<file path="config.mk">
export PLATFORM = sky130hd
export DESIGN_NAME = branch_predictor
export DESIGN_NICKNAME = d
export VERILOG_FILES = /design/src/rtl/branch_predictor.sv
export SDC_FILE = /design/constraint.sdc
export NUM_CORES = 1
export LEC_CHECK = 0
export CORE_MARGIN = 4
export CORE_UTILIZATION = 45
export DETAILED_ROUTE_END_ITERATION = 10
export GPL_ROUTABILITY_DRIVEN = 0
export GPL_TIMING_DRIVEN = 0
export PLACE_DENSITY = 0.81
export SLEW_MARGIN = 20
export SYNTH_ARGS = -nofsm -noshare
export SYNTH_HDL_FRONTEND = slang
export SYNTH_SLANG_ARGS = --single-unit
</file>
<file path="constraint.sdc">
create_clock -name clk -period 4.7 [get_ports clk]
set_input_delay 0.705 -clock clk [delete_from_list [all_inputs] [get_ports clk]]
set_output_delay 0.705 -clock clk [all_outputs]
set_load 0.01 [all_outputs]
</file>
<file path="src/rtl/branch_predictor.sv">
// Bimodal branch predictor: a table of 2-bit saturating counters with registered
// predictions, and a mispredict redirect followed by a fixed-length flush window.
module branch_predictor #(
  parameter int ENTRIES      = 16,
  parameter int FLUSH_CYCLES = 2
) (
  input  logic        clk,
  input  logic        reset,
  input  logic        pred_valid,
  input  logic [31:0] pred_pc,
  input  logic [31:0] pred_imm,
  output logic        pred_out_valid,
  output logic        pred_taken,
  output logic [31:0] pred_target,
  input  logic        res_valid,
  input  logic [31:0] res_pc,
  input  logic [31:0] res_imm,
  input  logic [2:0]  res_fun3,
  input  logic        res_taken,
  input  logic        res_pred_taken,
  output logic        redirect_valid,
  output logic [31:0] redirect_pc,
  output logic        flush
);

  localparam int         IDXW       = $clog2(ENTRIES);
  localparam logic [2:0] FLUSH_LOAD = 3'(FLUSH_CYCLES - 1);

  typedef enum logic [0:0] {RUN = 1'b0, FLUSH = 1'b1} state_t;

  state_t          state_r, state_s;
  logic [2:0]      fcnt_r, fcnt_s;
  logic [1:0]      ctr_r [ENTRIES];
  logic [IDXW-1:0] pidx_s, ridx_s;
  logic [1:0]      ctr_rd_s, ctr_next_s;
  logic            legal_s;
  logic            pov_s, ptaken_s, rv_s, flush_s;
  logic [31:0]     ptarget_s, rpc_s;

  // Next-state, next-output and counter-update logic.
  always_comb begin
    state_s    = state_r;
    fcnt_s     = fcnt_r;
    pidx_s     = pred_pc[IDXW+1:2];
    ridx_s     = res_pc[IDXW+1:2];
    ctr_rd_s   = ctr_r[ridx_s];
    ctr_next_s = ctr_rd_s;
    legal_s    = 1'b0;
    pov_s      = 1'b0;
    ptaken_s   = 1'b0;
    ptarget_s  = 32'd0;
    rv_s       = 1'b0;
    rpc_s      = 32'd0;
    case (state_r)
      RUN: begin
        if (pred_valid) begin
          pov_s     = 1'b1;
          ptaken_s  = ctr_r[pidx_s][1];
          ptarget_s = ptaken_s ? (pred_pc + pred_imm) : (pred_pc + 32'd4);
        end else begin
          pov_s = 1'b0;
        end
        // funct3 010/011 are not branch encodings; res_taken is meaningless there.
        if (res_valid && (res_fun3 != 3'b010) && (res_fun3 != 3'b011)) begin
          legal_s = 1'b1;
        end else begin
          legal_s = 1'b0;
        end
        if (legal_s && (res_taken != res_pred_taken)) begin
          state_s = FLUSH;
          fcnt_s  = FLUSH_LOAD;
          rv_s    = 1'b1;
          rpc_s   = res_taken ? (res_pc + res_imm) : (res_pc + 32'd4);
        end else begin
          state_s = RUN;
        end
      end
      FLUSH: begin
        if (fcnt_r == 3'd0) begin
          state_s = RUN;
        end else begin
          fcnt_s = fcnt_r - 3'd1;
        end
      end
      default: begin
        state_s = RUN;
        fcnt_s  = 3'd0;
      end
    endcase
    flush_s = (state_s == FLUSH);
    if (legal_s) begin
      if (res_taken) begin
        ctr_next_s = (ctr_rd_s == 2'b11) ? ctr_rd_s : (ctr_rd_s + 2'b01);
      end else begin
        ctr_next_s = (ctr_rd_s == 2'b00) ? ctr_rd_s : (ctr_rd_s - 2'b01);
      end
    end else begin
      ctr_next_s = ctr_rd_s;
    end
  end

  // FSM state and flush-length counter.
  always_ff @(posedge clk) begin
    if (reset) begin
      state_r <= RUN;
      fcnt_r  <= 3'd0;
    end else begin
      state_r <= state_s;
      fcnt_r  <= fcnt_s;
    end
  end

  // Registered outputs.
  always_ff @(posedge clk) begin
    if (reset) begin
      pred_out_valid <= 1'b0;
      pred_taken     <= 1'b0;
      pred_target    <= 32'd0;
      redirect_valid <= 1'b0;
      redirect_pc    <= 32'd0;
      flush          <= 1'b0;
    end else begin
      pred_out_valid <= pov_s;
      pred_taken     <= ptaken_s;
      pred_target    <= ptarget_s;
      redirect_valid <= rv_s;
      redirect_pc    <= rpc_s;
      flush          <= flush_s;
    end
  end

  // Counter table; the prediction read above sees the pre-update value.
  always_ff @(posedge clk) begin
    if (reset) begin
      for (int i = 0; i < ENTRIES; i++) begin
        ctr_r[i] <= 2'b01;
      end
    end else if (legal_s) begin
      ctr_r[ridx_s] <= ctr_next_s;
    end
  end

endmodule

</file>
==> results of run 1 <==
[logic make-up (layout without fill, tap and decap cells)]
family / count (synthesis) / count (layout) / synth area share [%]
AOI/OAI and AO/OA: 276 / 276 / 21.0
xor gates and xnor gates: 104 / 104 / 10.8
adders and majority gates: 72 / 72 / 10.8
buffers and inverters: 79 / 297 / 3.74
DFF: 103 / 103 / 28.3
muxes: 20 / 20 / 4.62
and+or+nand+nor: 368 / 368 / 20.7
[flip-flops by register name (all words and copies together) (netlist names)]
register / cells
pred_out_valid: 1
redirect_valid: 1
redirect_pc: 32
pred_taken: 1
fcnt_r: 3
ctr_r: 32
flush: 1
pred_target: 32
[worst paths after layout]
| kind | slack [ps] | cells past startpoint | endpoint |
|---|---|---|---|
| hold / removal | 450 | 1 | fcnt_r[0]$_SDFFE_PP0P_ |
| setup / recovery | 870 | 11 | redirect_pc[27]$_SDFF_PP0_ |
| setup reg to reg | 2050 | 6 | ctr_r[8][0]$_SDFFCE_PN1P_ |
| hold reg to reg | 450 | 1 | fcnt_r[0]$_SDFFE_PP0P_ |
[through the flow]
step | total power [uW] | hold WS [ps] | util, %
after floorplan | 1550 | 411 | -
after global placement | 1890 | 422 | 59.0
after detailed placement | 1900 | 430 | 59.0
after CTS | 2750 | 447 | 60.8
after global routing | 2880 | 495 | 60.8
final | 2740 | 448 | 60.8
[power groups by stage]
stage | logic (uW) | clock network [uW] | registers [uW]
global placement | 899 | 0 | 989
global route | 1020 | 887 | 972
floorplan | 546 | 0 | 1000
CTS | 919 | 858 | 969
finish | 932 | 842 | 969
detailed placement | 912 | 0 | 989
[layer usage]
metal,global-route usage [%],up-vias,part of all wire [%]
met5,0,-,0
met4,5.99,0,1.7
met3,5.23,40,9.6
met2,41.5,428,47
met1,32.0,3960,41
li1,-,4138,-
[layout by cell type, fill, tap and decap left out, types with 17 or more instances in the layout]
cell type / netlist / final
sky130_fd_sc_hd__a211oi_1: 44 / 44
sky130_fd_sc_hd__a21o_1: 31 / 31
sky130_fd_sc_hd__a21oi_1: 76 / 76
sky130_fd_sc_hd__and3_1: 17 / 17
sky130_fd_sc_hd__clkbuf_1: 49 / 49
sky130_fd_sc_hd__clkdlybuf4s50_1: 0 / 202
sky130_fd_sc_hd__dfxtp_1: 71 / 71
sky130_fd_sc_hd__edfxtp_1: 32 / 32
sky130_fd_sc_hd__ha_1: 69 / 69
sky130_fd_sc_hd__inv_1: 21 / 21
sky130_fd_sc_hd__nand2_1: 92 / 92
sky130_fd_sc_hd__nand2b_1: 25 / 25
sky130_fd_sc_hd__nand3_1: 54 / 54
sky130_fd_sc_hd__nor2_1: 109 / 109
sky130_fd_sc_hd__nor3_1: 17 / 17
sky130_fd_sc_hd__o21ai_0: 27 / 27
sky130_fd_sc_hd__o21ai_1: 30 / 30
sky130_fd_sc_hd__xnor2_1: 54 / 54
sky130_fd_sc_hd__xor2_1: 50 / 50
[worst max-delay path: stages]
cell,delay (ps)
sky130_fd_sc_hd__clkdlybuf4s50_1,740
sky130_fd_sc_hd__ha_1,360
sky130_fd_sc_hd__o21ai_1,140
sky130_fd_sc_hd__nor2_1,90
sky130_fd_sc_hd__o311ai_1,390
sky130_fd_sc_hd__nand4b_1,220
sky130_fd_sc_hd__a2111oi_0,760
sky130_fd_sc_hd__o311ai_1,230
sky130_fd_sc_hd__xor2_1,200
sky130_fd_sc_hd__a21oi_1,170
sky130_fd_sc_hd__nor2_1,50
[final cells by class]
type | count | area share [%]
plain buffers | 54 | 2.00
clock buffers | 9 | 2.04
clock inverters | 7 | 0.916
inverters | 25 | 0.848
multi-input cells | 840 | 51.8
flip-flops and latches | 103 | 21.5
well taps | 229 | 2.59
repair buffers | 202 | 18.3
==> metrics.md, run 1 <==
| Metric | Value |
|---|---|
| Die H | about 140 um |
| Die width | between 100 and 150 um |
| Number of placement rows | 49 |
| Aggregate negative setup slack | 0 ps |
| Maximum number of pins on one net before global-route repair | 19 |
| Share of cells above drive strength 1 | 3.71% |
| Master cell of the clock root buffer | sky130_fd_sc_hd__clkbuf_16 |
| Result of the run | finished clean |
| Number of setup violations in the final report | 0 |
| Clock buffer count from CTS | 9 |
| H-tree levels | 3 |
| DP Cell Count | approximately 1500 |
| Synthesized area per cell | approximately 8.2 um2 |
| Setup slack after placement | 619 ps |
| Clock share of power | 30.7% |
| Highest clock rate | 0.261 GHz |
| Clock slew at the register clock pins of the worst setup and hold paths | 70 ps |
| Source of the worst hold timing path | fcnt_r[0]$_SDFFE_PP0P_ |
| Effective utilization at floorplan | 46.3% |
| Switching portion of total power | 32.4% |
| Count of vias placed by the detailed router | about 8600 |
| Tightest Pin Transition | 991 ps |
| Signed area change from the synthesized netlist to the final layout | 31.3% |
| Boundary Pins | 205 |
| Maximum clock insertion buffer count | 2 |
| Share of the synthesized area in the top cell type | 16.9% |
| Syn Std Cell Area | 8430 um2 |
| Yosys reg bits | 103 |
| Top cell types by occurrence after synthesis | sky130_fd_sc_hd__nor2_1, sky130_fd_sc_hd__nand2_1, sky130_fd_sc_hd__a21oi_1 |
| Post-CTS Setup Repair Bufs | 0 |
| Setup Skew | 8.46 ps |
| Register Area | between 2000 and 2500 um2 |
| Core Footprint | 18200 um2 |
| Clock tree from TritonCTS | yes |
| Net switching power of the design | around 890 uW |
| GR Overflow Total | 0 |
| Launching element of the worst setup path | res_pc[2] |
| Maximum net fanout on the critical path | 6 |
| Number of violations reported at the end of detailed-routing iteration 0 | about 660 |
| Crit path time final | between 3000 and 4000 ps |
| Slack of the critical path | 872 ps |
| Number of global-route vias before repair | 8211 |
| Number of nets in the finished design | 1443 |
| Crit end category | register |
| Post-route DRC violation count | 0 |
| Arrival time worst endpoint | 4060 ps |
| Final slew viol count | 0 |
| Yosys synthesis warning count | 0 |
| Antenna diodes | 0 |
| Count of input and output buffers | 202 |
| First-pass iteration count of the detailed router | 5 |
| Share of power burned in combinational logic | 34.0% |
| Number of library cell types mapped by synthesis | 67 |
| Post-DR vias/cell | 5.83 |
| First-pass GRT wire length | 40800 um |
| Area of all placed cells without fillers | 11100 um2 |
| Max transition margin | 33.8% |
| Cells taking the most area after synthesis | sky130_fd_sc_hd__dfxtp_1, sky130_fd_sc_hd__edfxtp_1, sky130_fd_sc_hd__ha_1 |
| Post-DP Area | 10700 um2 |
| Number of synthesized flops with an enable pin | 32 |
| Share of synthesized flip-flops with an asynchronous set or reset | 0% |
| Largest vdd supply drop | 0.169 mV |
| Power density cells | 248 nW/um2 |
| Worst-skew pair later-pin latency | 360 ps |
| Period utilisation layout | between 80% and 90% |
| Routed wire per std cell | 17.9 um |
| Total detailed-routing wirelength | 26300 um |
| Footprint of the multi-input gates | roughly 5700 um2 |
| Total die area | 21000 um2 |
| Count of endpoints failing hold in the final timing report | 0 |
| Leak pwr | approximately 0.0042 uW |
| Maximum Capacitance Violations | 0 |
| Int Power | 1850 uW |
| Mapped Nets | 1230 |
| TritonCTS sink count | 103 |
| Cell with the most instances after synthesis | sky130_fd_sc_hd__nor2_1 |
| Portion of the post-synthesis area used by sequential elements | 28.3% |
| Overall fraction of global-route tracks in use | between 20% and 30% |
| Number of instances in the synthesized netlist | 1022 |
| Launch instance of the worst register-to-register path | ctr_r[11][1]$_SDFFCE_PN0P_ |
| Filler cell count | between 1500 and 2000 |
| Post-Layout Cell Count | 1469 |
| Hold bufs inserted after CTS | 0 |
| CP startpoint kind | input port |
| Total of cells resized after clock tree synthesis | 0 |
| Data required time at the worst endpoint | 4930 ps |
| Kind of critical path | input port to register |
| Top FF cell, synth | sky130_fd_sc_hd__dfxtp_1 |
| Residual antenna-violating net count after detailed routing | 0 |
| Setup repair after global routing missed its margin | no |
| Dominant cell type by area after synthesis | sky130_fd_sc_hd__dfxtp_1 |
| Initial antenna violation count | 0 |
| Sequential share of power | 35.3% |
| Hold WC Path Type | register to register |
| Total half-perimeter wirelength after legalization and detailed placement | approximately 21000 um |
Power figures use the tool's default switching activity.
==> inputs of run 2 (changes only) <==
- PLACE_DENSITY: 0.81 -> 0.84
- clock period: 4.7 -> 3.3 ns (I/O delays scaled with it)
==> metrics.md, run 2 (same netlist as run 1, synthesis figures left out) <==
| Metric | Value |
|---|---|
| Largest vdd supply drop | 0.248 mV (+47%) |
| Die H | 145 um (unchanged) |
| Setup repair after global routing missed its margin | yes |
| First-pass iteration count of the detailed router | 5 (unchanged) |
| Register-to-Register Setup Slack | 650 ps (-1400 ps) |
| Number of placement rows | 49 (unchanged) |
| Clock slew at the register clock pins of the worst setup and hold paths | 80 ps (about the same) |
| Launch instance of the worst register-to-register path | flush$_SDFF_PP0_ |
| Slowest Stage Delay on Critical Path | 550 ps (-210 ps) |
| Boundary Pins | 205 (unchanged) |
| Commonest non-fill, non-tap cells in the layout | sky130_fd_sc_hd__clkdlybuf4s50_1, sky130_fd_sc_hd__nor2_1, sky130_fd_sc_hd__nand2_1 |
| Post-DR vias/cell | 5.92 (+1.5%) |
| Data required time at the worst endpoint | 3550 ps (-1380 ps) |
| Post-route DRC violation count | 0 (unchanged) |
| Maximum Capacitance Violations | 0 (unchanged) |
| Leak pwr | 0.00422 uW (about the same) |
| Maximum net fanout on the critical path | 7 (+1) |
| Initial antenna violation count | 0 (unchanged) |
| Endpoint of the worst hold-timing path | fcnt_r[0]$_SDFFE_PP0P_ |
| First-pass GRT wire length | 41000 um (+0.46%) |
| Total half-perimeter wirelength after legalization and detailed placement | 21000 um (+0.68%) |
| Power density cells | 340 nW/um2 (+37%) |
| Count of vias placed by the detailed router | 8698 (+1.5%) |
| TritonCTS sink count | 103 (unchanged) |
| Clock buffer count from CTS | 9 (unchanged) |
| Hold path cells | 1 (unchanged) |
| Master cell of the clock root buffer | sky130_fd_sc_hd__clkbuf_16 |
| Max transition margin | 39.5% (+5.7 points) |
| Maximum number of pins on one net before global-route repair | 18 (-1) |
| CP startpoint kind | input port |
| Number of violations reported at the end of detailed-routing iteration 0 | 660 (-0.30%) |
| Share of cells above drive strength 1 | 4.51% (+0.80 points) |
| Crit path time final | 3180 ps |
| Count of endpoints failing hold in the final timing report | 0 (unchanged) |
| Source of the worst hold timing path | fcnt_r[0]$_SDFFE_PP0P_ |
| GR Overflow Total | 0 (unchanged) |
| Kind of critical path | input port to register |
| Highest clock rate | 0.314 GHz |
| Tightest Pin Transition | 905 ps (-85.8 ps) |
| Effective utilization at floorplan | 46.3% (unchanged) |
| Total die area | 21000 um2 (unchanged) |
| Count of input and output buffers | 202 (unchanged) |
| Period utilisation layout | a little over nine tenths |
| Total detailed-routing wirelength | 26300 um (+0.32%) |
| Core occupancy in the finished layout | 60.9% (+0.12 points) |
| Clock tree from TritonCTS | yes |
| Maximum clock insertion buffer count | 2 (unchanged) |
| Signed area change from the synthesized netlist to the final layout | 31.5% |
| Ordered cell list for the critical path | clkdlybuf4s50_1 > ha_1 > o21ai_0 > o21bai_1 > o21ai_2 > a21oi_2 > a21oi_1 > o41ai_2 > a211o_1 > nand2_1 > or3b_1 |
| Hold WC Path Type | register to register |
| Setup Skew | 9.31 ps (+0.852 ps) |
| Number of global-route vias before repair | 8396 (+2.3%) |
| Result of the run | finished clean |
| Antenna diodes | 0 (unchanged) |
| Worst-path cell with the longest stage delay | sky130_fd_sc_hd__clkdlybuf4s50_1 |
| Core Footprint | 18200 um2 (unchanged) |
| Residual antenna-violating net count after detailed routing | 0 (unchanged) |
| Post-route total power | 3770 uW (+37%) |
| Overall fraction of global-route tracks in use | 24.5% (-0.038 points) |
| Number of setup violations in the final report | 0 (unchanged) |
| Final slew viol count | 0 (unchanged) |
| Number of nets in the finished design | 1444 (+0.069%) |
| Arrival time worst endpoint | 3430 ps (-630 ps) |
| Hold bufs inserted after CTS | 0 (unchanged) |
| Most common cell after layout, fill and taps aside | sky130_fd_sc_hd__clkdlybuf4s50_1 |
| Die width | 145 um (unchanged) |
| Path depth of the worst reg2reg path | 9 (+3) |
| H-tree levels | 3 (unchanged) |
| Worst-skew pair later-pin latency | 360 ps (about the same) |
| Registers with the most flip-flops | ctr_r (32), pred_target (32), redirect_pc (32) |
| Routed wire per std cell | 17.9 um (+0.25%) |
| Crit end category | register |
| Terminus of the critical flop-to-flop path | redirect_pc[16]$_SDFF_PP0_ |
-- run 2: changes by cell type in the layout (fill, tap and decap cells not counted), sizes merged --
cell / before / now
clkbuf: 58 / 59
buf: 5 / 6
clkdlybuf4s50: 202 / 201
clkinvlp: 2 / 1
dlygate4sd2: 0 / 1
bufinv: 2 / 0
clkinv: 2 / 4
-- run 2: cell type report --
| class | count | area, um2 |
|---|---|---|
| fill | 1549 | 7120 |
| multi-input combinational | 840 | 5800 |
| inverter | 25 | 93.8 |
| sequential | 103 | 2380 |
| buffer | 54 | 228 |
| tap | 229 | 287 |
| clock buffer | 10 | 229 |
| clock inverter | 6 | 43.8 |
| timing repair buffer | 203 | 2030 |
-- run 2: report_power, final --
part / internal (uW) / switching, uW / leakage, uW
Sequential: 1360 / 21.2 / 0.000854
Clock: 519 / 526 / 0.000130
Combinational: 618 / 729 / 0.00323
-- run 2: timing repair --
item / CTS / global route
pin swaps: 0 / 2
buffers inserted: 0 / 1
setup endpoints to repair: 24 / 16
resized for setup: 6 / 12
-- run 2: routing by layer --
metal  track usage, %  share of wire [%]  vias up
li1                 -                  -     4143
met1             31.1                 40     4040
met2             40.8                 47      462
met3             6.28                 10       53
met4             7.66                2.4        0
met5                0                  0        -
-- run 2: critical path: cells and delay by family --
family / cells / cell delay [ps]
fa+ha+maj: 1 / 410
compound gates: 7 / 1560
buf+inv: 1 / 550
simple gates: 2 / 410
-- run 2: how the worst max path moves through the flow --
stage	cells past startpoint	start	endpoint
CTS	11	pred_pc[3]	pred_target[31]$_SDFF_PP0_
detailed placement	11	res_pc[2]	redirect_pc[27]$_SDFF_PP0_
floorplan	7	res_pc[3]	ctr_r[4][0]$_SDFFCE_PN1P_
finish	11	pred_pc[3]	pred_target[31]$_SDFF_PP0_
global placement	11	res_pc[2]	redirect_pc[27]$_SDFF_PP0_
global route	11	pred_pc[3]	pred_target[31]$_SDFF_PP0_
-- run 2: per-stage QoR --
step                hold WS (ps)  std cells  setup WS [ps]  TNS (ps)  instance area (um2)
finish                       448       1470            118         0                11100
global route                 474       1470          -28.4     -28.4                11100
CTS                          450       1469           39.5         0                11000
detailed placement           433       1453           -629    -20110                10700
global placement             422       1453           -581    -18460                10700
floorplan                    411       1022            600         0                 8430
